File: src/rtl/aclu_sequencer.sv
// aclu_sequencer: microsequencer that fetches 8-bit words from the program ROM
// and drives the ACLU control lines, branching on the latched carry/zero flags.
module aclu_sequencer #(
  parameter int AW = 4
) (
  input  logic          CLK,
  input  logic          RST,
  input  logic          START,
  input  logic          STEP_MODE,
  input  logic          STEP,
  input  logic [7:0]    INSTR,
  input  logic          C,
  input  logic          ZERO,
  output logic [AW-1:0] PC,
  output logic          ENABLE,
  output logic          AC1,
  output logic          AC2,
  output logic [2:0]    SEL,
  output logic [3:0]    IMM,
  output logic          BUSY,
  output logic          DONE
);

  typedef enum logic [2:0] {
    S_IDLE,
    S_FETCH,
    S_EXEC,
    S_WRITE,
    S_WAIT,
    S_HALT
  } state_t;

  state_t        r_state;
  logic [AW-1:0] r_pc;
  logic [7:0]    r_ir;
  logic          r_cf;
  logic          r_zf;
  logic          r_enable;
  logic          r_ac1;
  logic          r_ac2;
  logic [2:0]    r_sel;
  logic [3:0]    r_imm;
  logic          r_busy;
  logic          r_done;

  logic [3:0]    w_opcode;
  logic [AW-1:0] w_pcInc;
  logic [AW-1:0] w_target;
  state_t        w_after;

  assign w_opcode = r_ir[7:4];
  assign w_pcInc  = r_pc + AW'(1);
  assign w_target = AW'(r_ir[3:0]);
  assign w_after  = STEP_MODE ? S_WAIT : S_FETCH;

  // Outputs are registered for the state being entered, so every datapath
  // strobe defaults low and is only raised on the transition into its state.
  always_ff @(posedge CLK or negedge RST) begin
    if (!RST) begin
      r_state  <= S_IDLE;
      r_pc     <= '0;
      r_ir     <= '0;
      r_cf     <= 1'b0;
      r_zf     <= 1'b0;
      r_enable <= 1'b0;
      r_ac1    <= 1'b0;
      r_ac2    <= 1'b0;
      r_sel    <= '0;
      r_imm    <= '0;
      r_busy   <= 1'b0;
      r_done   <= 1'b0;
    end else begin
      r_enable <= 1'b0;
      r_ac1    <= 1'b0;
      r_ac2    <= 1'b0;
      r_sel    <= '0;
      r_imm    <= '0;
      case (r_state)
        S_IDLE: begin
          if (START) begin
            r_state <= S_FETCH;
            r_pc    <= '0;
            r_busy  <= 1'b1;
            r_done  <= 1'b0;
          end
        end
        // IR is still loading here, so EXEC outputs decode straight from INSTR.
        S_FETCH: begin
          r_ir    <= INSTR;
          r_state <= S_EXEC;
          if (!INSTR[7]) begin
            r_ac1 <= 1'b1;
            r_sel <= INSTR[6:4];
            r_imm <= INSTR[3:0];
          end else if (INSTR[7:4] == 4'hB) begin
            r_ac2 <= 1'b1;
          end
        end
        S_EXEC: begin
          if (!w_opcode[3]) begin
            r_state  <= S_WRITE;
            r_enable <= 1'b1;
            r_ac1    <= 1'b1;
            r_sel    <= r_ir[6:4];
            r_imm    <= r_ir[3:0];
          end else if (w_opcode == 4'hF) begin
            r_state <= S_HALT;
            r_busy  <= 1'b0;
            r_done  <= 1'b1;
          end else begin
            r_state <= w_after;
            case (w_opcode)
              4'h8:    r_pc <= w_target;
              4'h9:    r_pc <= r_cf ? w_target : w_pcInc;
              4'hA:    r_pc <= r_zf ? w_target : w_pcInc;
              default: r_pc <= w_pcInc;
            endcase
          end
        end
        S_WRITE: begin
          r_cf    <= C;
          r_zf    <= ZERO;
          r_pc    <= w_pcInc;
          r_state <= w_after;
        end
        S_WAIT: begin
          if (STEP || !STEP_MODE) begin
            r_state <= S_FETCH;
          end
        end
        S_HALT: begin
          if (START) begin
            r_state <= S_FETCH;
            r_pc    <= '0;
            r_cf    <= 1'b0;
            r_zf    <= 1'b0;
            r_busy  <= 1'b1;
            r_done  <= 1'b0;
          end
        end
        default: begin
          r_state <= S_IDLE;
          r_busy  <= 1'b0;
          r_done  <= 1'b0;
        end
      endcase
    end
  end

  assign PC     = r_pc;
  assign ENABLE = r_enable;
  assign AC1    = r_ac1;
  assign AC2    = r_ac2;
  assign SEL    = r_sel;
  assign IMM    = r_imm;
  assign BUSY   = r_busy;
  assign DONE   = r_done;

endmodule

File: config.mk
export PLATFORM = sky130hd
export DESIGN_NAME = aclu_sequencer
export DESIGN_NICKNAME = d
export VERILOG_FILES = /design/src/rtl/aclu_sequencer.sv
export SDC_FILE = /design/constraint.sdc
export NUM_CORES = 1
export LEC_CHECK = 0
export ABC_AREA = 1
export CAP_MARGIN = 20
export CORE_MARGIN = 1
export CORE_UTILIZATION = 40
export DETAILED_ROUTE_END_ITERATION = 16
export PLACE_DENSITY = 0.62
export SKIP_CTS_REPAIR_TIMING = 1
export SLEW_MARGIN = 30
export SYNTH_ARGS = -nofsm -noshare
export SYNTH_HDL_FRONTEND = slang
export SYNTH_SLANG_ARGS = --single-unit
export TNS_END_PERCENT = 10
File: constraint.sdc
create_clock -name CLK -period 1.72 [get_ports CLK]
set_input_delay 0.172 -clock CLK [delete_from_list [all_inputs] [get_ports CLK]]
set_output_delay 0.172 -clock CLK [all_outputs]
set_load 0.01 [all_outputs]
Word level (Yosys, flattened, before mapping):

Index checks and enable logic that the tools add are counted.

* register bits after elaboration: 29
* input bits: 15
* word-level logic and storage cells: 77

* $add $sub $neg: 1
* eq/ne operators: 16
* mux-type cells: 36
* bitwise gates (word level): 1
* reduce and logical (&&, ||, !) cells: 11

Operators with widths (count)
* $mux 4: 7
* $pmux 4 s3: 2
* $mux 3: 7
* $eq 4x4->1 const B: 5
* $pmux 3 s5: 1
* $mux 1: 12
* $ne 2x2->1 const B: 5
* $pmux 4 s2: 1
* $reduce_and 4->1: 2
* $eq 3x2->1 const B: 2
* $eq 3x3->1 const B: 2
* $pmux 1 s2: 3
* $pmux 1 s3: 2
* $pmux 3 s2: 1
* $add 4x1->4 const B: 1
* $reduce_and 2->1: 2
* $eq 3x1->1 const B: 1
* $logic_not 3->1: 1
* $reduce_bool 3->1: 1
* $reduce_or 3->1: 1
* $ne 2x1->1 const B: 1
* $reduce_bool 2->1: 1
* $reduce_or 2->1: 1
* $logic_not 1->1: 1
* other kinds (2): 2

Depth between registers and ports, before layout:

Gate-level depths: netlist of the first run.

* depth after elaboration: 6
* mapped depth: 10
* depth with buffers taken out: 10

Worst setup path after synthesis of the first run:

Ideal clock, no wire load.

* path kind: register -> register
* start point: register r_state[2]
* end point: register r_pc[2], in the netlist PC[2]
* data arrival time: 1172 ps
* required time: 1607 ps
* setup slack: 435 ps
* cell stages (with the launch flop): 11
* path buffers: 0
* clock period less this slack: 1285 ps
* path through: dfrtp_1 inv_2 nand3_2 inv_1 nand2_1 nand2_1 nand2_2 inv_2 nand3_1 nand2_1 inv_1

* word-level cells in the longest chain between the ends: 4
* elaborated cells on any way between the ends: 11

Ends and longest elaborated chain
* from (decl): RTL line 33 `state_t r_state;`
* from (signal assigned): RTL line 111 `r_state <= w_after;`
* from (signal assigned): RTL line 124 `r_state <= w_after;`
* $eq 3x3->1 or $logic_not 3->1 (tied branches): RTL line 78 `case (r_state)`
* $reduce_or 2->1 (no source line)
* $ne 2x1->1 (no source line) or $reduce_bool 3->1 (tied branches)
* $reduce_and 4->1 (no source line)
* to (signal assigned): RTL line 113 `4'h8: r_pc <= w_target;`
* to (signal assigned): RTL line 114 `4'h9: r_pc <= r_cf ? w_target : w_pcInc;`
* to (signal assigned): RTL line 115 `4'hA: r_pc <= r_zf ? w_target : w_pcInc;`
* to (decl): RTL line 34 `logic [AW-1:0] r_pc;`

Parallel ways exist; a longest one is shown, timed or not.
A chain may end at the register's enable or synchronous reset.

Worst setup path in the final report of the first run:

* start point: register r_pc[0], in the netlist PC[0]
* end point: output port PC[0]

RTL lines
* to (decl): RTL line 14 `output logic [AW-1:0] PC,`

No word-level cell between the ends.

==> results of run 1 <==
[through the flow]
stage | setup WS (ns) | utilization | instance area, um2 | total power, mW
floorplan | 0.4348 | - | 1420 | 2.405
global placement | 0.2539 | 0.5286 | 1778 | 2.983
detailed placement | 0.2272 | 0.5286 | 1778 | 3.011
CTS | 0.1731 | 0.5539 | 1863 | 3.623
global route | 0.06459 | 0.5539 | 1863 | 3.966
finish | 0.1806 | 0.5539 | 1863 | 3.611
[worst max-delay path by stage]
| stage | to | slack (ns) |
|---|---|---|
| finish | PC[0] | 0.18 |
| global route | PC[2]$_DFFE_PN0P_ | 0.06 |
| CTS | PC[0] | 0.17 |
| detailed placement | PC[2]$_DFFE_PN0P_ | 0.23 |
| global placement | PC[3]$_DFFE_PN0P_ | 0.25 |
| floorplan | PC[2]$_DFFE_PN0P_ | 0.43 |
[flip-flops by register name, summed over array words and instances, names as in the netlist]
name,cells
AC1,1
AC2,1
BUSY,1
DONE,1
ENABLE,1
IMM,4
PC,4
SEL,3
r_cf,1
r_ir,8
r_state,3
r_zf,1
[routing by layer]
layer,part of all wire,wire length (um),vias up
li1,-,-,624
met1,0.46,1497,571
met2,0.47,1508,36
met3,0.053,172,7
met4,0.018,57,0
met5,0,0,-
[synth_stat cells]
library cell / count
dfrtp_1: 29
nand3_1: 8
nand2_2: 2
nor3_1: 2
nor2_1: 11
nor2_4: 1
nor2_2: 1
nand3_2: 4
nor4b_1: 1
inv_2: 6
inv_1: 23
o21ai_0: 19
buf_6: 1
ha_1: 1
nand3_4: 1
clkbuf_1: 1
nand4_1: 2
o22ai_1: 8
nand2_1: 36
nor3_2: 1
a21oi_2: 2
a22oi_1: 1
a21oi_1: 5
xor2_1: 2
[power breakdown]
| group | total (mW) | internal (mW) | leakage [nW] | switching (mW) |
|---|---|---|---|---|
| logic | 1.82 | 0.740 | 0.480 | 1.08 |
| registers | 1.20 | 0.974 | 0.369 | 0.222 |
| clock network | 0.596 | 0.347 | 0.0455 | 0.249 |
| total | 3.61 | 2.06 | 0.895 | 1.55 |
[final cells by class]
type                    count  share of cell area
clock inverters             1             0.01612
clock buffers               7             0.02955
multi-input cells         108              0.3062
inverters                  29             0.05843
flip-flops and latches     29              0.3895
well taps                  46             0.03089
repair buffers             32              0.1692
[cell families (layout without fill, tap and decap cells)]
logic type / after synthesis / in the layout / synth area share
AOI/OAI and AO/OA: 35 / 35 / 0.1374
xor gates and xnor gates: 2 / 2 / 0.01234
adders and majority gates: 1 / 1 / 0.008809
buffers and inverters: 31 / 69 / 0.08722
DFF: 29 / 29 / 0.5110
and+or+nand+nor: 70 / 70 / 0.2432
==> flow_metrics.py, run 1 <==
metrics = {
    "worst_setup_path": {
        "cp.arrival_ns": 1.37,
        "end_kind": "primary output",
        "crit_chain": "clkdlybuf4s50_1",
        "timing.rr.start": "r_state[2]$_DFFE_PN0P_",
        "path_class": "reg -> out",
        "worstRegToRegCells": 10,
        "path_delay_family": "buffers and inverters",
        "r2r_end": "PC[2]$_DFFE_PN0P_",
        "r2r_setup_slack_ns": 0.22,
        "slowest_delay_ns": 0.57,
        "slowest_stage": "clkdlybuf4s50_1",
        "crit_buf_inv": 1,
        "crit_start": "PC[0]$_DFFE_PN0P_",
        "path_depth": 1,
        "worstPathMaxFanout": 6,
        "required_ns": 1.55,
        "cp-start-kind": "flip-flop",
    },
    "grt": {
        "use_met2": 0.3134,
        "global_route.usage.met1": 0.2675,
        "grt_pass1_wl_um": 5423,
        "grtUsageTotal": 0.2021,
        "grtUsageMet3": 0.05882,
        "grt.busiest_layer": "met2",
        "grt_antenna_before_repair": 0,
        "overflow": 0,
        "grt_pass1_vias": 1187,
        "grt_max_degree": 30,
    },
    "synth": {
        "ys_types": 24,
        "syn_nets": 184,
        "syn_area_um2": 1420,
        "synth_top_cell_by_area": "dfrtp_1",
        "syn_area_per_cell_um2": 8.453,
        "synth_cells": 168,
        "synth_seq_area_share": 0.5110,
        "yosys_warnings": 0,
        "ys_ff_latch": 29,
        "synth_area_leaders": "dfrtp_1, nand2_1, o21ai_0",
        "synth_top_area_share": 0.5110,
    },
    "layout": {
        "antenna_cells": 0,
        "final_cell_mix": "nand2_1, clkdlybuf4s50_1, dfrtp_1",
        "multi_input_area_um2": 570.5,
        "drive_gt1_frac": 0.1311,
        "layout_commonest_cell": "nand2_1",
        "area_growth_pct": 31.19,
        "fin_nets": 221,
        "seq_area_um2": 725.7,
        "finalNonFillerCells": 252,
        "fillers": 331,
    },
    "sta": {
        "hold_violations": 0,
        "slew_headroom": 0.7303,
        "fmax_mhz": 649.6,
        "setup_viol": 0,
        "fin_tns_setup_ns": 0,
        "tightest_slew_ns": 0.4003,
        "layout_min_cycle_time_ns": 1.539,
        "finalMaxSlewViolations": 0,
        "holdWs_ns": 0.2034,
        "rsz0062_at_grt": "no",
        "skew_ns": 0.009055,
        "layout_worst_path_cycle_share": 0.8950,
    },
    "die": {
        "core_um2": 3363,
        "rows": 21,
        "start_util": 0.4222,
        "die-area_um2": 3793,
        "die_w_um": 61.59,
        "die-height_um": 61.59,
        "io_pins": 31,
    },
    "placed_design": {
        "place.gp.congestion": 0.8212,
        "placed_cells": 244,
        "portBuffers": 30,
        "dp_hpwl_um": 2398,
    },
    "clocking": {
        "cts.path.max_buffers": 2,
        "clk_pin_slew_ns": 0.10,
        "cts_root_buf": "clkbuf_4",
        "cts_buffers": 5,
        "htree_levels": 2,
        "clock_sinks": 29,
        "clock_latency_ns": 0.33,
        "tritoncts": "built",
    },
    "drt": {
        "drtIter0Drc": 52,
        "drcViolationCount": 0,
        "via_count": 1238,
        "final_antenna_net_count": 0,
        "wirelength_um": 3235,
        "drtPass1Iterations": 4,
        "via_per_inst": 4.913,
        "wire_per_inst_um": 12.84,
    },
    "power": {
        "leakage_nw": 0.8945,
        "vdd_ir_drop_max_mv": 0.6727,
        "power_density_nw_per_um2": 1938,
    },
    "run": {
        "drv_cap": 0,
    },
    "status": {
        "status": "finished clean",
    },
    "hold_path": {
        "min_path_type": "in -> async",
    },
}
(Power assumes the default switching activity.)
==> run 2, diff against run 1 <==
--- a/config.mk
+++ b/config.mk
@@ -10,6 +10,7 @@
 export CORE_MARGIN = 1
 export CORE_UTILIZATION = 40
 export DETAILED_ROUTE_END_ITERATION = 16
+export HOLD_SLACK_MARGIN = 0.1
 export PLACE_DENSITY = 0.62
 export SKIP_CTS_REPAIR_TIMING = 1
 export SLEW_MARGIN = 30
==> results of run 2 <==
Final layout, timing and power as in run 1 (identical DEF).
==> RTL edit 1, RTL diff (config.mk and constraints of run 1) <==
Register the output `SEL` once more; this adds one clock of latency there. The other outputs are not delayed to match.
--- a/src/rtl/aclu_sequencer.sv
+++ b/src/rtl/aclu_sequencer.sv
@@ -151,7 +151,9 @@
   assign ENABLE = r_enable;
   assign AC1    = r_ac1;
   assign AC2    = r_ac2;
-  assign SEL    = r_sel;
+  always_ff @(posedge CLK) begin
+    SEL <= r_sel;
+  end
   assign IMM    = r_imm;
   assign BUSY   = r_busy;
   assign DONE   = r_done;
Check against the original RTL: not equivalent (Yosys sat finds a counterexample within 4 cycles, from zero or initial values and one cycle with RST low).
==> RTL edit 1 against run 1 <==
Wire length rose by 6.7%; critical path type is now reg -> reg; die area rose by 6.0%; non-clock buffer count rose by 2; power rose by 11%; critical path depth rose by 8; final area is 7.5% higher; global-route usage shrank 0.26 points; area after synthesis rose by 6.2%; worst setup slack lost 0.025 ns; sequential cell count grew 3; combinational power increased by 9%.
==> RTL edit 1: results (changes against run 1) <==
STA
The worst hold slack is 0.266 ns (+0.0623 ns). The transition time of the tightest slew-check pin is 0.352 ns (-0.0481 ns). The worst setup skew after layout was 0.00549 ns (-0.00357 ns).

Yosys
After synthesis, the most frequently instantiated cells are sky130_fd_sc_hd__nand2_1, sky130_fd_sc_hd__dfrtp_1, sky130_fd_sc_hd__inv_1. The sequential share of the synthesized area came to 52.1% (+1.0 points). The synthesized area per cell is 7.73 sq um (-8.5%). The post-synthesis async set-or-reset flop share is 90.6% (-9.4 points).

The count of different cell masters after synthesis is 19 (-21%). Yosys attributes the largest share of cell area to sky130_fd_sc_hd__dfrtp_1, sky130_fd_sc_hd__nand2_1, sky130_fd_sc_hd__inv_1.

Worst setup path
The delay of the slowest cell on the worst path is 0.40 ns (-0.17 ns). The arrival time reported for the critical path endpoint is 1.74 ns (+0.37 ns). The number of cells on the worst reg-to-reg path is 9 (-1).

The cell type group with the largest total delay on the critical path is simple AND/OR/NAND/NOR gates. The slowest stage of the critical path belongs to the cell sky130_fd_sc_hd__dfrtp_1.

Power and ir drop
The standby leakage power came to 0.978 nW (+9.4%). The worst IR drop on VDD is 0.840 mV (+25%).

Final layout
The share of final-layout standard cells stronger than drive strength 1 is 6.81% (-6.3 points). The top register by number of flip-flops is r_ir. The net total in the final layout is 250 (+13%).

The number of inserted filler cells in the final layout is 321 (-3.0%).

Global route
The via count of the first global-routing pass was 1399 (+18%). The first-pass GRT wire length is 6200 um (+14%). The global-route usage over all layers is 20.0% (-0.26 points).

Drt
The routed length per instance came to 12.3 um (-4.3%). The number of DRC violations after detailed-routing iteration 0 is 115 (+120%). The routed wire length is 3450 um (+6.7%). The mean number of vias per cell is 4.96 (+1.1%).

Placement
The detailed placement HPWL was 2670 um (+11%). The placed standard-cell area came to 1890 sq um (+6.1%). The count of input and output buffers is 30 (unchanged). The number of placed cells counting well taps is 273 (+12%). The placer's final routability congestion estimate is 0.875 (+6.5%).

CTS
The worst-skew pair later-pin latency is 0.28 ns (-0.05 ns). In this run the clock root is driven by a sky130_fd_sc_hd__clkbuf_8. The clock-pin slew reported for the worst setup and hold paths after clock tree synthesis is 0.07 ns (-0.03 ns).

Status
The run finished with clean final reports.
RTL edit 1: cell count changes in the layout (fill, tap and decap cells not counted), moves of 3 or more:
cell	before	now
sky130_fd_sc_hd__clkbuf_8	1	5
sky130_fd_sc_hd__inv_2	6	0
sky130_fd_sc_hd__dfxtp_1	0	3
sky130_fd_sc_hd__nand3_2	4	0
sky130_fd_sc_hd__nand3_1	8	16
sky130_fd_sc_hd__nand2_1	36	50
sky130_fd_sc_hd__inv_1	23	27
sky130_fd_sc_hd__clkbuf_4	5	0
sky130_fd_sc_hd__nor2_1	11	24
RTL edit 1: area by class of cell:
class,instances,area share [%]
sequential,32,39.2
clock inverter,3,2.12
inverter,27,5.06
clock buffer,5,3.44
multi-input combinational,134,30.8
tap,46,2.87
timing repair buffer,34,16.5
RTL edit 1: cell families after synthesis:
group | count (synthesis) | synth area share (%)
simple gates | 99 | 27.1
compound gates | 32 | 11.5
flops | 32 | 52.1
buf+inv | 29 | 7.30
xor+xnor | 2 | 1.16
fa+ha+maj | 1 | 0.830
RTL edit 1: metal layers:
metal	GRT usage, %	share of wire, %	vias to the layer above
li1	-	-	704
met1	25.6	47	653
met2	32.8	48	34
met3	4.89	4.6	4
met4	6.25	0.96	0
met5	0	0	-
RTL edit 1: worst max-delay path by stage:
stage                    start     to
CTS                 r_state[2]  PC[2]
floorplan           r_state[2]  PC[2]
global placement    r_state[2]  PC[2]
global route        r_state[2]  PC[2]
detailed placement  r_state[2]  PC[2]
finish              r_state[2]  PC[2]
RTL edit 1: stage by stage:
stage | setup slack, ns | util (%) | total power [mW]
after floorplan | 0.294 | - | 2.57
after global placement | 0.230 | 54.4 | 3.26
after detailed placement | 0.123 | 54.4 | 3.30
after CTS | 0.0907 | 57.6 | 4.03
after global routing | -0.00161 | 57.8 | 4.40
final | 0.155 | 57.8 | 4.01
RTL edit 1: where the power goes:
part	switching [mW]	internal [mW]	leakage, nW
clock	0.279	0.428	0.0541
combinational	1.17	0.825	0.531
sequential	0.232	1.08	0.393
==> RTL edit 2, RTL diff (config.mk and constraints of run 1) <==
Without the edit above. The parameter `AW` goes from 4 to 3.
--- a/src/rtl/aclu_sequencer.sv
+++ b/src/rtl/aclu_sequencer.sv
@@ -1,7 +1,7 @@
 // aclu_sequencer: microsequencer that fetches 8-bit words from the program ROM
 // and drives the ACLU control lines, branching on the latched carry/zero flags.
 module aclu_sequencer #(
-  parameter int AW = 4
+  parameter int AW = 3
 ) (
   input  logic          CLK,
   input  logic          RST,
Ports: changed (resized PC); port bits go from 31 to 30. No check against the original RTL was run, so the function may have changed too.
==> RTL edit 2 against run 1 <==
Sequential cell count fell by 1; clock skew down 0.0025 ns; worst setup slack got worse by 0.022 ns; power is 8.0% lower; critical path depth is the same; final area shrank 1.5%; sequential share of layout area is 0.75 points lower; area after synthesis is 2.9% higher; wire length down 2.1%; critical endpoint unchanged; largest cell class unchanged; highest routed layer unchanged.
==> RTL edit 2: results (changes against run 1) <==
CTS
The clock-pin slew reported for the worst setup and hold paths after clock tree synthesis came to 0.16 ns (+0.06 ns). The number of H-tree levels is 1 (-1).

Power and ir drop
The worst IR drop on VDD came to 0.709 mV (+5.4%).

Placement
The pre-CTS setup slack is 0.285 ns (+0.0580 ns). The placer's final routability congestion estimate was 0.848 (+3.2%).

STA
The maximum clock frequency was 0.640 GHz (-1.4%). The worst hold slack is 0.195 ns (-0.00884 ns). The worst slew slack as a fraction of its limit came to 76.3% (+3.3 points).

Drt
The number of DRC violations after detailed-routing iteration 0 is 63 (+21%). The mean number of vias per cell is 4.97 (+1.2%). The wire length on met3 came to 102 um (-41%).

The met1 layer wirelength in the final routing is 1550 um (+3.5%).

Yosys
After synthesis, the cell types taking the most area are sky130_fd_sc_hd__dfrtp_1, sky130_fd_sc_hd__nand2_1, sky130_fd_sc_hd__o21ai_0. The number of synthesized register bits came to 28 (-3.4%). The number of instances in the synthesized netlist is 184 (+9.5%).

Global route
The met3 capacity usage during global routing is 2.19% (-3.7 points). The met2 track demand over resource is 31.1% (-0.22 points). The pin count of the biggest net entering global routing is 29 (-3.3%). The global-route usage over all layers was 18.5% (-1.7 points).

Final layout
The sequential cell area is 701 sq um (-3.4%). The number of inserted filler cells in the final layout is 344 (+3.9%). The total area of multi-input combinational cells is 641 sq um (+12%).

The final cell count without fillers is 262 (+4.0%). The count of plain and timing-repair buffers is 31 (-3.1%). The net total in the final layout was 233 (+5.4%). The fraction of standard cell area in multi-input logic is 34.9% (+4.3 points).

The area fraction of clock buffers and clock inverters came to 1.98% (-2.6 points).

Worst setup path
The reg2reg setup slack is 0.24 ns (+0.02 ns). The arrival time reported for the critical path endpoint came to 1.39 ns (+0.02 ns).

Status
The flow ran to the end, and the final reports show no timing, DRC or antenna violations.
==> RTL edit 2: worst min path at each step <==
stage,from,endpoint
after floorplan,RST,AC1
after global placement,PC[1],PC[1]
after detailed placement,PC[1],PC[1]
after CTS,RST,DONE
after global routing,RST,DONE
final,RST,r_state[0]
==> RTL edit 2: cell families after synthesis <==
logic type | after synthesis | share of synthesized area, %
adder cells (fa/ha/maj) | 1 | 0.856
flip-flops | 28 | 47.9
AO/OA/AOI/OAI | 39 | 14.7
AND/OR/NAND/NOR | 88 | 28.3
buffers and inverters | 28 | 8.22
==> RTL edit 2: power by group through the flow <==
stage / Sequential (mW) / Clock, mW / Combinational, mW
after global routing: 1.21 / 0.362 / 2.10
after global placement: 1.17 / 0 / 1.79
after CTS: 1.17 / 0.344 / 1.83
final: 1.17 / 0.327 / 1.82
after floorplan: 1.20 / 0 / 1.27
after detailed placement: 1.18 / 0 / 1.82
